--- config.mk ---
export PLATFORM = sky130hd
export DESIGN_NAME = sprite_line_renderer
export DESIGN_NICKNAME = d
export VERILOG_FILES = /design/src/rtl/sprite_line_renderer_pkg.sv /design/src/rtl/sprite_row_shifter.sv /design/src/rtl/sprite_line_renderer.sv
export SDC_FILE = /design/constraint.sdc
export NUM_CORES = 1
export LEC_CHECK = 0
export ABC_CLOCK_PERIOD_IN_PS = 2300
export CORE_MARGIN = 8
export CORE_UTILIZATION = 50
export DETAILED_ROUTE_END_ITERATION = 8
export GPL_ROUTABILITY_DRIVEN = 0
export PLACE_DENSITY = 0.8
export SLEW_MARGIN = 15
export SYNTH_ARGS = -nofsm -noshare
export SYNTH_HDL_FRONTEND = slang
export SYNTH_SLANG_ARGS = --single-unit
--- constraint.sdc ---
create_clock -name clk -period 2.3 [get_ports clk]
set_input_delay 0.46 -clock clk [delete_from_list [all_inputs] [get_ports clk]]
set_output_delay 0.46 -clock clk [all_outputs]
set_load 0.02 [all_outputs]
--- src/rtl/sprite_line_renderer_pkg.sv ---
// rtl/sprite_line_renderer_pkg.sv - shared video timing, sprite geometry and renderer FSM state type
package sprite_line_renderer_pkg;

   localparam logic [8:0] H_DISPLAY = 9'd256;
   localparam logic [8:0] H_MAX     = 9'd308;
   localparam logic [8:0] V_MAX     = 9'd261;

   localparam int SPR_W = 8;
   localparam int SPR_H = 16;
   localparam int ROW_W = $clog2(SPR_H);
   localparam int RGB_W = 3;

   localparam logic [RGB_W-1:0] BG_COLOR = 3'b000;

   typedef enum logic [2:0] {IDLE, CHECK, FETCH, ARMED, DRAW} state_t;

   // Scanline that follows v; the last line of a frame is followed by line 0.
   function automatic logic [8:0] next_line(input logic [8:0] v);
      return (v == V_MAX) ? 9'd0 : v + 9'd1;
   endfunction

endpackage

--- src/rtl/sprite_row_shifter.sv ---
// rtl/sprite_row_shifter.sv - sprite line buffer, pixel shift register and pixel counter
module sprite_row_shifter
   import sprite_line_renderer_pkg::*;
(
   input  logic             clk,
   input  logic             rst,
   input  logic             buf_load,
   input  logic             buf_clear,
   input  logic [SPR_W-1:0] buf_data,
   input  logic             start,
   input  logic             abort,
   output logic             buf_valid,
   output logic             pixel,
   output logic             last
);

   localparam int CNT_W = $clog2(SPR_W + 1);

   logic [SPR_W-1:0] line_buf;
   logic [SPR_W-1:0] shift_reg;
   logic [CNT_W-1:0] count;

   always_ff @(posedge clk or posedge rst) begin
      if (rst) begin
         line_buf  <= '0;
         buf_valid <= 1'b0;
         shift_reg <= '0;
         count     <= '0;
      end else begin
         if (buf_load) begin
            line_buf  <= buf_data;
            buf_valid <= 1'b1;
         end else if (buf_clear) begin
            buf_valid <= 1'b0;
         end
         // The leftmost pixel is emitted straight from the buffer on the start
         // cycle, so the shifter holds only the remaining SPR_W-1 pixels.
         if (start) begin
            shift_reg <= {line_buf[SPR_W-2:0], 1'b0};
            count     <= CNT_W'(SPR_W - 1);
         end else if (abort) begin
            shift_reg <= '0;
            count     <= '0;
         end else if (count != '0) begin
            shift_reg <= {shift_reg[SPR_W-2:0], 1'b0};
            count     <= count - CNT_W'(1);
         end
      end
   end

   assign pixel = start ? line_buf[SPR_W-1] : ((count != '0) & shift_reg[SPR_W-1]);
   assign last  = (count == CNT_W'(1));

endmodule

--- src/rtl/sprite_line_renderer.sv ---
// rtl/sprite_line_renderer.sv - fetches one 8x16 sprite row per blank and draws it on the next line
module sprite_line_renderer
   import sprite_line_renderer_pkg::*;
(
   input  logic             clk,
   input  logic             reset,
   input  logic [8:0]       hpos,
   input  logic [8:0]       vpos,
   input  logic             display_on,
   input  logic             hsync_in,
   input  logic             vsync_in,
   input  logic [8:0]       sprite_x,
   input  logic [8:0]       sprite_y,
   input  logic [RGB_W-1:0] sprite_color,
   output logic             rom_req,
   output logic [ROW_W-1:0] rom_addr,
   input  logic             rom_valid,
   input  logic [SPR_W-1:0] rom_bits,
   output logic [RGB_W-1:0] rgb,
   output logic             hsync,
   output logic             vsync
);

   state_t           state;
   logic [8:0]       latched_x;
   logic [RGB_W-1:0] latched_color;
   logic [8:0]       row;
   logic             in_range;
   logic             start;
   logic             abort;
   logic             buf_load;
   logic             buf_clear;
   logic             buf_valid;
   logic             pixel;
   logic             last;
   logic             pixel_active;

   // Negative offsets wrap to large values and fall out of range.
   assign row       = next_line(vpos) - sprite_y;
   assign in_range  = (row < 9'(SPR_H));
   assign start     = (state == ARMED) && display_on && (hpos == latched_x) && buf_valid;
   assign abort     = (state == DRAW) && (hpos == H_DISPLAY);
   assign buf_load  = (state == FETCH) && rom_valid;
   assign buf_clear = ((state == CHECK) && !in_range) ||
                      ((state == FETCH) && !rom_valid && (hpos == H_MAX));
   assign pixel_active = (start || (state == DRAW)) && pixel;

   sprite_row_shifter u_shifter (
      .clk       (clk),
      .rst       (reset),
      .buf_load  (buf_load),
      .buf_clear (buf_clear),
      .buf_data  (rom_bits),
      .start     (start),
      .abort     (abort),
      .buf_valid (buf_valid),
      .pixel     (pixel),
      .last      (last)
   );

   always_ff @(posedge clk or posedge reset) begin
      if (reset) begin
         state         <= IDLE;
         rom_req       <= 1'b0;
         rom_addr      <= '0;
         latched_x     <= '0;
         latched_color <= '0;
      end else begin
         case (state)
            IDLE: begin
               if (hpos == H_DISPLAY) state <= CHECK;
            end
            CHECK: begin
               latched_x     <= sprite_x;
               latched_color <= sprite_color;
               if (in_range) begin
                  rom_addr <= row[ROW_W-1:0];
                  rom_req  <= 1'b1;
                  state    <= FETCH;
               end else begin
                  state <= IDLE;
               end
            end
            FETCH: begin
               if (rom_valid) begin
                  rom_req <= 1'b0;
                  state   <= ARMED;
               end else if (hpos == H_MAX) begin
                  rom_req <= 1'b0;
                  state   <= IDLE;
               end
            end
            ARMED: begin
               if (start) state <= DRAW;
               else if (hpos == H_DISPLAY) state <= CHECK;
            end
            DRAW: begin
               // Right-edge clipping: the blank has begun, so go fetch the next row.
               if (abort) state <= CHECK;
               else if (last) state <= IDLE;
            end
            default: state <= IDLE;
         endcase
      end
   end

   always_ff @(posedge clk or posedge reset) begin
      if (reset) begin
         rgb   <= '0;
         hsync <= 1'b0;
         vsync <= 1'b0;
      end else begin
         rgb   <= !display_on ? '0 : (pixel_active ? latched_color : BG_COLOR);
         hsync <= hsync_in;
         vsync <= vsync_in;
      end
   end

endmodule
### Word-level counts from Yosys, hierarchy flattened

Cells that the tools add are included.

| operators by class | value |
|---|---|
| bitwise logic cells | 1 |
| add/sub/neg operators | 3 |
| eq/ne operators | 12 |
| $lt $le $gt $ge | 1 |
| reductions and logical operators | 21 |
| muxes and demuxes | 24 |

Operator list:

| cell | count |
|---|---|
| equality test 9 bit (second input constant) | 3 |
| 2-to-1 mux 3 bit | 8 |
| 2-to-1 mux 8 bit | 3 |
| case mux 3 bit (5 select lines) | 1 |
| 2-to-1 mux 4 bit | 3 |
| adder 9 x 1 -> 9 bit (second input constant) | 1 |
| equality test 9 bit | 1 |
| logical AND 1 bit | 9 |
| less-than comparator 9 x 5 -> 1 bit (second input constant) | 1 |
| 2-to-1 mux 9 bit | 1 |
| subtractor 9 bit | 1 |
| equality test 3 x 2 -> 1 bit (second input constant) | 2 |
| 2-to-1 mux 1 bit | 6 |
| equality test 4 x 1 -> 1 bit (second input constant) | 1 |
| AND reduction 2 bit | 2 |
| nonzero test 2 bit | 2 |
| nonzero test 4 bit | 1 |
| subtractor 4 x 1 -> 4 bit (second input constant) | 1 |
| equality test 3 x 1 -> 1 bit (second input constant) | 1 |
| equality test 3 bit (second input constant) | 1 |
| zero test 3 bit | 1 |
| != test 3 x 2 -> 1 bit (second input constant) | 1 |
| != test 3 bit (second input constant) | 1 |
| AND reduction 3 bit | 1 |
| other kinds (7) | 9 |

| storage, ports and cells | value |
|---|---|
| flip-flop bits (word level) | 46 |
| output and inout port bits | 10 |
| input port bits | 53 |
| logic and storage cells | 74 |

### Logic depth before layout (Yosys ltp)

| depth | value |
|---|---|
| depth after elaboration | 9 |
| depth in mapped cells | 13 |
| gate-level depth less buffers | 13 |

### Cells and area by module

A second synthesis with hierarchy kept.

| second synthesis, totals | value |
|---|---|
| cells, all modules | 260 |
| area total of the unflattened synthesis | 2668.8 µm² |

Modules (own cells, without submodules):

| module | seq. area each (µm²) | cells each | area an instance (µm²) | times used |
|---|---|---|---|---|
| sprite_line_renderer | 625.6 | 184 | 1754.2 | 1 |
| sprite_row_shifter | 500.5 | 76 | 914.6 | 1 |

### Worst setup path before layout

OpenSTA, ideal clock, no wires.

| timing | value |
|---|---|
| path type | input port to flip-flop |
| start point | in vpos[1] |
| end point | reg rom_addr[2] |
| required time | 2.175 ns |
| arrival time | 3.252 ns |
| library setup time | 0.125 ns |
| setup slack | -1.078 ns |
| path buffers | 0 |
| stages | 13 |
| path through | inv_1 -> ha_1 -> and4b_4 -> or2_2 -> ha_1 -> fa_1 -> nand2b_1 -> a21oi_1 -> o22ai_1 -> o21ai_0 -> xnor2_1 -> nor4b_4 -> mux2_4 |

| between the ends | value |
|---|---|
| longest elaborated chain between the ends | 5 |

RTL lines:

| element | line | text |
|---|---|---|
| from (decl) | sprite_line_renderer.sv:8 | `input logic [8:0] vpos,` |
| adder 9 x 1 -> 9 bit or equality test 9 bit (tied branches) | sprite_line_renderer_pkg.sv:19 | `return (v == V_MAX) ? 9'd0 : v + 9'd1;` |
| 2-to-1 mux 9 bit (*) | sprite_line_renderer_pkg.sv:19 |  |
| subtractor 9 bit (*) | sprite_line_renderer.sv:39 | `assign row = next_line(vpos) - sprite_y;` |
| less-than comparator 9 x 5 -> 1 bit | sprite_line_renderer.sv:40 | `assign in_range = (row < 9'(SPR_H));` |
| AND reduction 2 bit (no source line) | n/a |  |
| to (signal assigned) | sprite_line_renderer.sv:77 | `rom_addr <= row[ROW_W-1:0];` |
| to (decl) | sprite_line_renderer.sv:16 | `output logic [ROW_W-1:0] rom_addr,` |

Mark *: on every way between the ends. The rest lies on a longest branch, timed or not.
A chain may end at the register's enable or synchronous reset.

### Worst setup path after layout

| timing | value |
|---|---|
| start point | in vpos[3] |
| end point | reg rom_addr[1] |

The elaborated chain is that of the path after synthesis.

==> summary.txt <==
status -> finished, violations left
violated checks -> setup timing
CTS tree -> done
Post-Synth XOR/XNOR Area -> 6.98%
final hold violation count -> 0
top cell type's share of synthesized area -> 42.7%
syn_area_per_cell -> 10.5 um2
first-pass GRT wire length -> 10800 um
RSZ-0062 raised after global routing -> yes
max FFs per register -> 9
clock share of power -> 16.1%
DRT antenna net count -> 0
via count -> 2316
sequential group share of total power -> 43.5%
largest net degree at the start of global routing -> 46
proportion of layout cells with a drive suffix above 1 -> 33.3%
worst setup margin -> -885 ps
FP Rows -> 26
post-synthesis mux area share -> 13.1%
max cap viols -> 0
setup TNS -> -5560 ps
length of the first detailed-routing pass in iterations -> 4
Peak VDD IR -> 478 uV
Worst-Skew Late Latency -> 290 ps
Worst Tran Pin Value -> 451 ps
Clock Root Buffer -> clkbuf_8
DIE HEIGHT -> 88.6 um
compound-gate portion of the synthesized area -> 9.59%
Via density -> 5.31
drc violations -> 0
Core Region -> 5110 um2
worst path required time -> 2510 ps
number of global-route vias before repair -> 2382
total routed wirelength -> 7080 um
crit path max-delay cell type -> nor4b_4
Worst setup EP type -> register
routed len/inst -> 16.2 um
simple-gate portion of the synthesized area -> 18.0%
adder-cell share of the synthesized area -> 6.46%
combinational family with the most area after synthesis -> simple AND/OR/NAND/NOR gates
CP peak stage delay -> 380 ps
Critical Path AT -> 3390 ps
total track usage -> 17.6%
Ys Warns -> 0
Min-Delay Path Class -> reg2reg
worst setup path class -> in2reg
commonest cells in the netlist -> 45 x dfrtp_1, 20 x mux2_2, 17 x inv_1, 17 x nor2_1, 16 x xnor2_1
placed cell area -> 3730 um2
Iter 0 DRT Violations -> 76
synth-to-layout area growth -> 51.6%
fmax -> 314 MHz
leakage -> 0.00187 uW
Slew HR -> 70.0%
Mapped Area -> 2640 um2
Final min period -> 3190 ps
# diodes -> 0
Hold Startpoint -> u_shifter.line_buf[3]
reg2reg start -> state[1]
Pwr Total -> 2750 uW
dpl hpwl -> 5070 um
Startpoint Class -> primary input
Max FO, Critical Path -> 4
Synth async-reset ratio -> 100%
Port Buf Inserts -> 62
initial antenna violation count -> 0
Sw Pwr -> 872 uW
Logic pwr share -> 40.3%
CTS Hold Buffers Added -> 0
Area contributors post-synth -> dfrtp_1 43%, mux2_2 8.5%, ha_1 5.7%
library cells used by synthesis -> 44
P_int -> 1870 uW
register area share after synthesis -> 42.7%
Remaining Overflow, GRT -> 0
period utilization -> 138%
# clock sinks -> 45
dominant synthesized flop cell -> dfrtp_1
final non-filler cell area -> 3990 um2
TritonCTS Buffers -> 5
Final Slew Violations -> 0
Syn Inst Count -> 252
final setup violation count -> 7
io pins -> 63
register area -> 1130 um2
Max Clock Skew -> 4.00 ps
CTS clk-pin slew, worst paths -> 80 ps
DIE WIDTH -> 88.6 um
total die area -> 7850 um2
CTS H-tree lvls -> 2
sw frac -> 31.7%
crit path cell chain -> buf_6 -> nor4bb_2 -> and4b_4 -> or2_4 -> ha_4 -> fa_2 -> nand2b_4 -> a21oi_4 -> or3_4 -> a32oi_2 -> o211ai_1 -> nor4b_4 -> buf_4 -> mux2i_1
crit path from -> vpos[3]
Seq cells post-synth -> 45
largest area contributor in the synthesized netlist -> dfrtp_1
count leader, synth -> dfrtp_1
multi-input logic area -> 1630 um2
post-layout net count -> 433
Syn Nets -> 318
PwrDens -> 687 nW/um2
Starting Density -> 51.6%
FILL cells -> 353
number of synthesized flops with an enable pin -> 0
clock buffer depth -> 2
per-stage QoR:
| step | std cells | hold WS, ps | utilization (%) | setup WS, ps |
|---|---|---|---|---|
| 2_1_floorplan | 252 | 446 | - | -942 |
| 3_3_place_gp | 423 | 460 | 73.0 | -1490 |
| 3_5_place_dp | 423 | 469 | 73.0 | -1650 |
| 4_1_cts | 433 | 475 | 76.7 | -762 |
| 5_1_grt | 436 | 493 | 78.2 | -987 |
| 6_report | 436 | 477 | 78.2 | -885 |
cells in the final DEF (no fill, tap or decap), drive strengths merged, types with 5 or more instances in the layout:
cell / count
clkbuf: 7
clkdlybuf4s50: 53
dfrtp: 45
nor2: 17
ha: 12
and2: 7
a21o: 10
inv: 16
buf: 57
mux2i: 9
nand2: 10
mux2: 22
o21ai: 8
nand3: 9
a21oi: 7
xor2: 5
xnor2: 16
nor3: 8
power by group through the flow:
stage | clock (uW) | combinational, uW | sequential (uW)
floorplan | 0 | 670 | 1180
global placement | 0 | 971 | 1200
detailed placement | 0 | 1020 | 1210
CTS | 453 | 1070 | 1190
global route | 480 | 1200 | 1220
finish | 443 | 1110 | 1200
final timing paths:
check	slack, ps	to	cells after the start
max in group asynchronous	1570	u_shifter.line_buf[3]	3
worst min register to register	480	u_shifter.shift_reg[4]	1
worst min-delay path	480	u_shifter.shift_reg[4]	1
min in group asynchronous	520	rgb[0]	3
worst max-delay path	-890	rom_addr[1]	14
worst max register to register	330	u_shifter.line_buf[5]	4
layer usage:
layer | vias to the layer above | GRT usage, % | share of wire [%]
li1 | 1119 | - | -
met1 | 1138 | 19.7 | 41
met2 | 44 | 32.1 | 53
met3 | 15 | 3.25 | 2.9
met4 | 0 | 6.30 | 2.3
met5 | - | 0 | 0
layout make-up:
type / instances / area share (%)
clock buffers: 5 / 1.72
clock inverters: 1 / 0.125
inverters: 17 / 1.72
multi-input cells: 185 / 40.8
flip-flops and latches: 45 / 28.2
well taps: 70 / 2.19
repair buffers: 113 / 25.2
critical path, delay by kind of cell:
family                     cells  cell delay, ps
muxes                          1             210
buffers and inverters          2             300
and+or+nand+nor                6            1580
adders and majority gates      2             360
AOI/OAI and AO/OA              3             470
repair_timing:
item	in CTS	in global routing
buffers inserted	4	3
resized for setup	50	14
pin swaps	16	1
setup endpoints to repair	7	9
kinds of logic (layout without fill, tap and decap cells):
group,count (synthesis),in the layout
AND/OR/NAND/NOR,82,82
multiplexers,31,31
buffers and inverters,22,136
flip-flops,45,45
AO/OA/AOI/OAI,38,38
XOR/XNOR,21,21
adder cells (fa/ha/maj),13,13
Note: power is estimated with default switching activity, not from simulation.
